<file path="src/rtl/sync_evt_stamp_pkg.sv">
// Shared defaults and helpers for the bclk-domain event timestamping blocks.
// Imported by sync_evt_fifo and sync_evt_stamp.
package sync_evt_stamp_pkg;

    localparam int TS_W_DEF  = 16;
    localparam int DEPTH_DEF = 4;
    localparam int CNT_W_DEF = 8;

    // Ceiling log2, usable in parameter and port-width expressions.
    function automatic int clog2(input int value);
        int result;
        int rem;
        result = 0;
        rem    = value - 1;
        while (rem > 0) begin
            result = result + 1;
            rem    = rem >> 1;
        end
        return result;
    endfunction

endpackage

</file>
<file path="src/rtl/sync_evt_fifo.sv">
// First-word-fall-through timestamp buffer: head entry is visible on dout
// whenever the buffer is non-empty. DEPTH must be a power of two.
module sync_evt_fifo
    import sync_evt_stamp_pkg::*;
#(
    parameter int DEPTH = DEPTH_DEF,
    parameter int DW    = TS_W_DEF
) (
    input  logic                   bclk,
    input  logic                   rst,
    input  logic                   push,
    input  logic [DW-1:0]          din,
    input  logic                   pop,
    input  logic                   flush,
    output logic [DW-1:0]          dout,
    output logic                   full,
    output logic                   empty,
    output logic [clog2(DEPTH):0]  level
);

    localparam int              AW       = clog2(DEPTH);
    localparam logic [AW:0]     FULL_LVL = (AW + 1)'(DEPTH);

    logic [DW-1:0] mem_q [DEPTH];
    logic [DW-1:0] mem_d [DEPTH];
    logic [AW-1:0] wr_ptr_q, wr_ptr_d;
    logic [AW-1:0] rd_ptr_q, rd_ptr_d;
    logic [AW:0]   level_q,  level_d;
    logic          push_ok;
    logic          pop_ok;

    assign empty   = (level_q == '0);
    assign full    = (level_q == FULL_LVL);
    assign pop_ok  = pop & ~empty;
    // A full buffer still accepts a push when the head leaves in the same cycle.
    assign push_ok = push & (~full | pop_ok);

    always_comb begin
        // NOTE: every signal gets a default first, so no path through this block can infer a latch.
        mem_d    = mem_q;
        wr_ptr_d = wr_ptr_q;
        rd_ptr_d = rd_ptr_q;
        level_d  = level_q;
        if (flush) begin
            wr_ptr_d = '0;
            rd_ptr_d = '0;
            level_d  = '0;
        end else begin
            if (push_ok) begin
                mem_d[wr_ptr_q] = din;
                wr_ptr_d        = wr_ptr_q + AW'(1);
            end
            if (pop_ok) begin
                rd_ptr_d = rd_ptr_q + AW'(1);
            end
            case ({push_ok, pop_ok})
                2'b10:   level_d = level_q + (AW + 1)'(1);
                2'b01:   level_d = level_q - (AW + 1)'(1);
                default: level_d = level_q;
            endcase
        end
    end

    always_ff @(posedge bclk or negedge rst) begin
        if (!rst) begin
            // NOTE: storage is reset too, so the head output reads 0 out of reset instead of X.
            for (int i = 0; i < DEPTH; i++) begin
                mem_q[i] <= '0;
            end
            wr_ptr_q <= '0;
            rd_ptr_q <= '0;
            level_q  <= '0;
        end else begin
            // NOTE: non-blocking updates, so every flop samples the pre-edge values of the others.
            mem_q    <= mem_d;
            wr_ptr_q <= wr_ptr_d;
            rd_ptr_q <= rd_ptr_d;
            level_q  <= level_d;
        end
    end

    assign dout  = mem_q[rd_ptr_q];
    assign level = level_q;

endmodule

</file>
<file path="src/rtl/sync_evt_stamp.sv">
// Turns the synchronised level into one event per rising edge, stamps it with a
// free-running bclk counter and queues the stamps for a valid/ready consumer.
module sync_evt_stamp
    import sync_evt_stamp_pkg::*;
#(
    parameter int TS_W  = TS_W_DEF,
    parameter int DEPTH = DEPTH_DEF,
    parameter int CNT_W = CNT_W_DEF
) (
    input  logic                   bclk,
    input  logic                   rst,
    input  logic                   sync_in,
    input  logic                   clr,
    output logic                   evt_pulse,
    output logic                   evt_valid,
    output logic [TS_W-1:0]        evt_ts,
    input  logic                   evt_ready,
    output logic [CNT_W-1:0]       evt_cnt,
    output logic                   ovf,
    output logic [clog2(DEPTH):0]  level
);

    logic [TS_W-1:0]  ts_q,        ts_d;
    logic             sync_dly_q,  sync_dly_d;
    logic             armed_q,     armed_d;
    logic             evt_pulse_q, evt_pulse_d;
    logic [CNT_W-1:0] evt_cnt_q,   evt_cnt_d;
    logic             ovf_q,       ovf_d;
    logic             rise;
    logic             evt;
    logic             fifo_full;
    logic             fifo_empty;

    // The first edge after reset only primes sync_dly, so a level already high
    // at release is not mistaken for a fresh 0->1.
    assign rise = sync_in & ~sync_dly_q & armed_q;
    assign evt  = rise & ~clr;

    always_comb begin
        ts_d        = ts_q + TS_W'(1);
        sync_dly_d  = sync_in;
        armed_d     = 1'b1;
        evt_pulse_d = evt;
        evt_cnt_d   = evt_cnt_q;
        ovf_d       = ovf_q;
        if (clr) begin
            evt_cnt_d = '0;
            ovf_d     = 1'b0;
        end else begin
            if (evt && (evt_cnt_q != '1)) begin
                evt_cnt_d = evt_cnt_q + CNT_W'(1);
            end
            // A full buffer only drops the event when the head is not leaving too.
            if (evt && fifo_full && !evt_ready) begin
                ovf_d = 1'b1;
            end
        end
    end

    always_ff @(posedge bclk or negedge rst) begin
        if (!rst) begin
            ts_q        <= '0;
            sync_dly_q  <= 1'b0;
            armed_q     <= 1'b0;
            evt_pulse_q <= 1'b0;
            evt_cnt_q   <= '0;
            ovf_q       <= 1'b0;
        end else begin
            ts_q        <= ts_d;
            sync_dly_q  <= sync_dly_d;
            armed_q     <= armed_d;
            evt_pulse_q <= evt_pulse_d;
            evt_cnt_q   <= evt_cnt_d;
            ovf_q       <= ovf_d;
        end
    end

    sync_evt_fifo #(
        .DEPTH (DEPTH),
        .DW    (TS_W)
    ) u_fifo (
        .bclk  (bclk),
        .rst   (rst),
        .push  (evt),
        .din   (ts_q),
        .pop   (evt_ready),
        .flush (clr),
        .dout  (evt_ts),
        .full  (fifo_full),
        .empty (fifo_empty),
        .level (level)
    );

    assign evt_valid = ~fifo_empty;
    assign evt_pulse = evt_pulse_q;
    assign evt_cnt   = evt_cnt_q;
    assign ovf       = ovf_q;

endmodule
</file>
<file path="config.mk">
export PLATFORM = sky130hd
export DESIGN_NAME = sync_evt_stamp
export DESIGN_NICKNAME = d
export VERILOG_FILES = /design/src/rtl/sync_evt_stamp_pkg.sv /design/src/rtl/sync_evt_fifo.sv /design/src/rtl/sync_evt_stamp.sv
export SDC_FILE = /design/constraint.sdc
export NUM_CORES = 1
export LEC_CHECK = 0
export BUFFER_PORTS_ARGS = -buffer_cell sky130_fd_sc_hd__buf_4
export CAP_MARGIN = 20
export CORE_MARGIN = 2
export CORE_UTILIZATION = 54
export DETAILED_ROUTE_END_ITERATION = 8
export GPL_TIMING_DRIVEN = 0
export MAX_ROUTING_LAYER = met4
export PLACE_DENSITY = 0.87
export REMOVE_ABC_BUFFERS = 1
export SYNTH_ARGS = -nofsm -noshare
export SYNTH_HDL_FRONTEND = slang
export SYNTH_SLANG_ARGS = --single-unit
</file>
<file path="constraint.sdc">
create_clock -name bclk -period 2.1 [get_ports bclk]
set_input_delay 0.42 -clock bclk [delete_from_list [all_inputs] [get_ports bclk]]
set_output_delay 0.42 -clock bclk [all_outputs]
set_load 0.005 [all_outputs]
</file>
==> summary.txt <==
Run status
  – Status: finished, violations left
  – Failing checks: setup timing

Global routing
  – Met3 usage: 5.40%
  – Initial antenna violation count: 0
  – Met1 Resource Use GR: 26.6%
  – Gr usage total: 20.5%
  – GR Overflow Total: 0
  – Met2 global-route usage: 33.2%
  – Global-route wire length before repair: 14900 um
  – Largest net degree at the start of global routing: 78
  – Vias in the first global route: 2907
  – Gr busiest metal: met2

Setup path
  – Critical Path AT: 2.41 ns
  – Required time of the critical path: 2.32 ns
  – R2R cell count: 7
  – Startpoint types: register
  – Crit path kind: register to register
  – Critical Path End Type: register
  – Crit-path max FO: 3

Cells and area
  – # diodes: 0
  – Most frequent cells in the layout: dfrtp_1, mux2_4, buf_4
  – Final nets: 382
  – Non-Filler Instances: 480
  – Layout cell share with drive strength beyond 1: 42.9%
  – Syn-to-layout area delta: 15.7%
  – Commonest non-fill, non-tap cell in the layout: dfrtp_1

Clock network
  – Max Root-Sink Buffers: 2
  – CTS H-tree depth: 3
  – CTS tree: yes
  – CTS Sinks: 99
  – Clk slew on worst S/H paths: 0.09 ns
  – CTS Buf Count: 9
  – Clk_lat worst skew: 0.36 ns
  – CTS root buf: clkbuf_8

Detailed routing
  – ANT nets after route: 0
  – DR pass1 iterations: 4
  – Drc violations: 0
  – Vias: 2781
  – Drt wl/cell: 18.9 um
  – Iter 0 DRT Violations: 82
  – Via density: 5.79
  – Routed WL: 9090 um

Synth
  – Ys async rst share: 100%
  – Register area share after synthesis: 52.9%
  – Flip-flop and latch count after synthesis: 99
  – Netlist cell types: 42
  – Mapped Cells: 330
  – Synth top area cells: dfrtp_1, mux2_4, mux4_2
  – Avg Synthesized Cell Area: 14.2 um2
  – Yosys warning count: 0
  – Synth Cell Area: 4680 um2
  – Most common flop cell mapped by yosys: dfrtp_1
  – Area leader, netlist: dfrtp_1
  – Yosys top cell area share: 52.9%
  – Number of synthesized flops with an enable pin: 0

STA
  – Worst slew margin: 59.9%
  – Tightest Pin Transition: 0.597 ns
  – Fmax: 0.458 GHz
  – Unrepaired setup endpoints after global routing: yes
  – Period utilization: 104%
  – Max-slew violations: 0
  – Worst Slack Setup Final: -0.0836 ns
  – Final Hold Vio Count: 0
  – Worst Skew: 0.0138 ns
  – Min Clock Period, post-route: 2.18 ns
  – Worst hold slack: 0.208 ns
  – Final setup fails: 1
  – Setup TNS: -0.0836 ns

Floorplan
  – Die width: 97.1 um
  – Starting density of the core: 56.4%
  – I/O pins: 35
  – DIE HEIGHT: 97.1 um
  – Rows: 33
  – Total die area: 9430 um2
  – Core footprint: 8300 um2

Power
  – Lkg Pwr: 2.67 nW
  – Power per cell area: 732 nW/um2
  – Design Power: 3.97 mW
  – Max VDD drop: 0.000529 V

Place
  – Routability cong.: 0.807
  – DP HPWL: 5790 um
  – DP Worst Slack: -0.737 ns
  – PortBufs: 34
  – Placed Instances: 455

Min path
  – Hold Crit Class: primary input to register
  – Hold Path Stages: 1

Flow run
  – Max cap viols: 0
## cell usage after synthesis (all sizes together) (2+ instances only)
| cell | instances |
|---|---|
| and3 | 5 |
| mux2i | 2 |
| nor2b | 4 |
| clkbuf | 6 |
| xor2 | 5 |
| mux2 | 64 |
| nand2 | 20 |
| or3 | 2 |
| nand4 | 6 |
| nor2 | 15 |
| a211oi | 2 |
| inv | 7 |
| nor3 | 4 |
| a31oi | 2 |
| dfrtp | 99 |
| and2 | 2 |
| ha | 6 |
| o21ai | 6 |
| a21oi | 4 |
| mux4 | 16 |
| buf | 10 |
| nand3 | 14 |
| xnor2 | 13 |
| o211ai | 2 |
## cell type report
| type | count | area, um2 |
|---|---|---|
| fill | 597 | 2880 |
| sequential | 99 | 2480 |
| multi-input combinational | 207 | 2130 |
| timing repair buffer | 45 | 427 |
| clock buffer | 12 | 165 |
| tap | 105 | 131 |
| clock inverter | 4 | 47.5 |
| inverter | 8 | 37.5 |
## per-layer routing
layer	wire length, um	up-vias
li1	-	1265
met1	3860	1433
met2	4730	73
met3	420	10
met4	77	0
met5	0	-
## final timing paths
check / start / end / slack, ns
max in group asynchronous: rst / u_fifo.level[1] / 0.90
worst min register to register: u_fifo.mem_q[18] / u_fifo.mem_q[18] / 0.51
min in group asynchronous: rst / u_fifo.mem_q[47] / 0.51
worst max-delay path: u_fifo.level[2] / u_fifo.level[1] / -0.08
worst min-delay path: sync_in / sync_dly_q / 0.21
worst max register to register: u_fifo.level[2] / u_fifo.level[1] / -0.08
## worst max-delay path, cell delays in order (launching register included)
cell	delay (ns)
dfrtp_2	0.42
or3_4	0.42
nand2_4	0.08
nor2_2	0.04
fa_2	0.44
nor2b_4	0.15
a2111oi_1	0.41
a211oi_2	0.09
## cell families after synthesis
group / share of synthesized area (%)
buf+inv: 2.73
fa+ha+maj: 2.03
xor+xnor: 3.37
simple gates: 8.44
flops: 52.9
other cells: 0.0801
compound gates: 3.74
mux: 26.7
## stage by stage
stage / utilization, % / instance area (um2)
2_1_floorplan: - / 4590
3_3_place_gp: 59.9 / 4970
3_5_place_dp: 60.6 / 5030
4_1_cts: 64.3 / 5340
5_1_grt: 65.3 / 5420
6_report: 65.3 / 5420
## state kept, by name, summed over array words and instances, names as in the netlist
name	flops
ts_q	16
evt_cnt	8
u_fifo.mem_q	64
u_fifo.wr_ptr_q	2
evt_pulse	1
sync_dly_q	1
ovf	1
u_fifo.level	3
u_fifo.rd_ptr_q	2
armed_q	1
## power by group
| group | switching (mW) | internal [mW] |
|---|---|---|
| combinational | 0.310 | 0.390 |
| sequential | 0.0521 | 1.96 |
| clock | 0.606 | 0.644 |
## timing repair
action / 4_1_cts / 5_1_grt
hold endpoints to repair: 22 / 0
endpoints found under the setup margin: 18 / 38
pin swaps: 0 / 7
gates resized for setup: 14 / 16
buffers inserted: 4 / 4
hold buffers: 1 / 0
(Power assumes the default switching activity.)
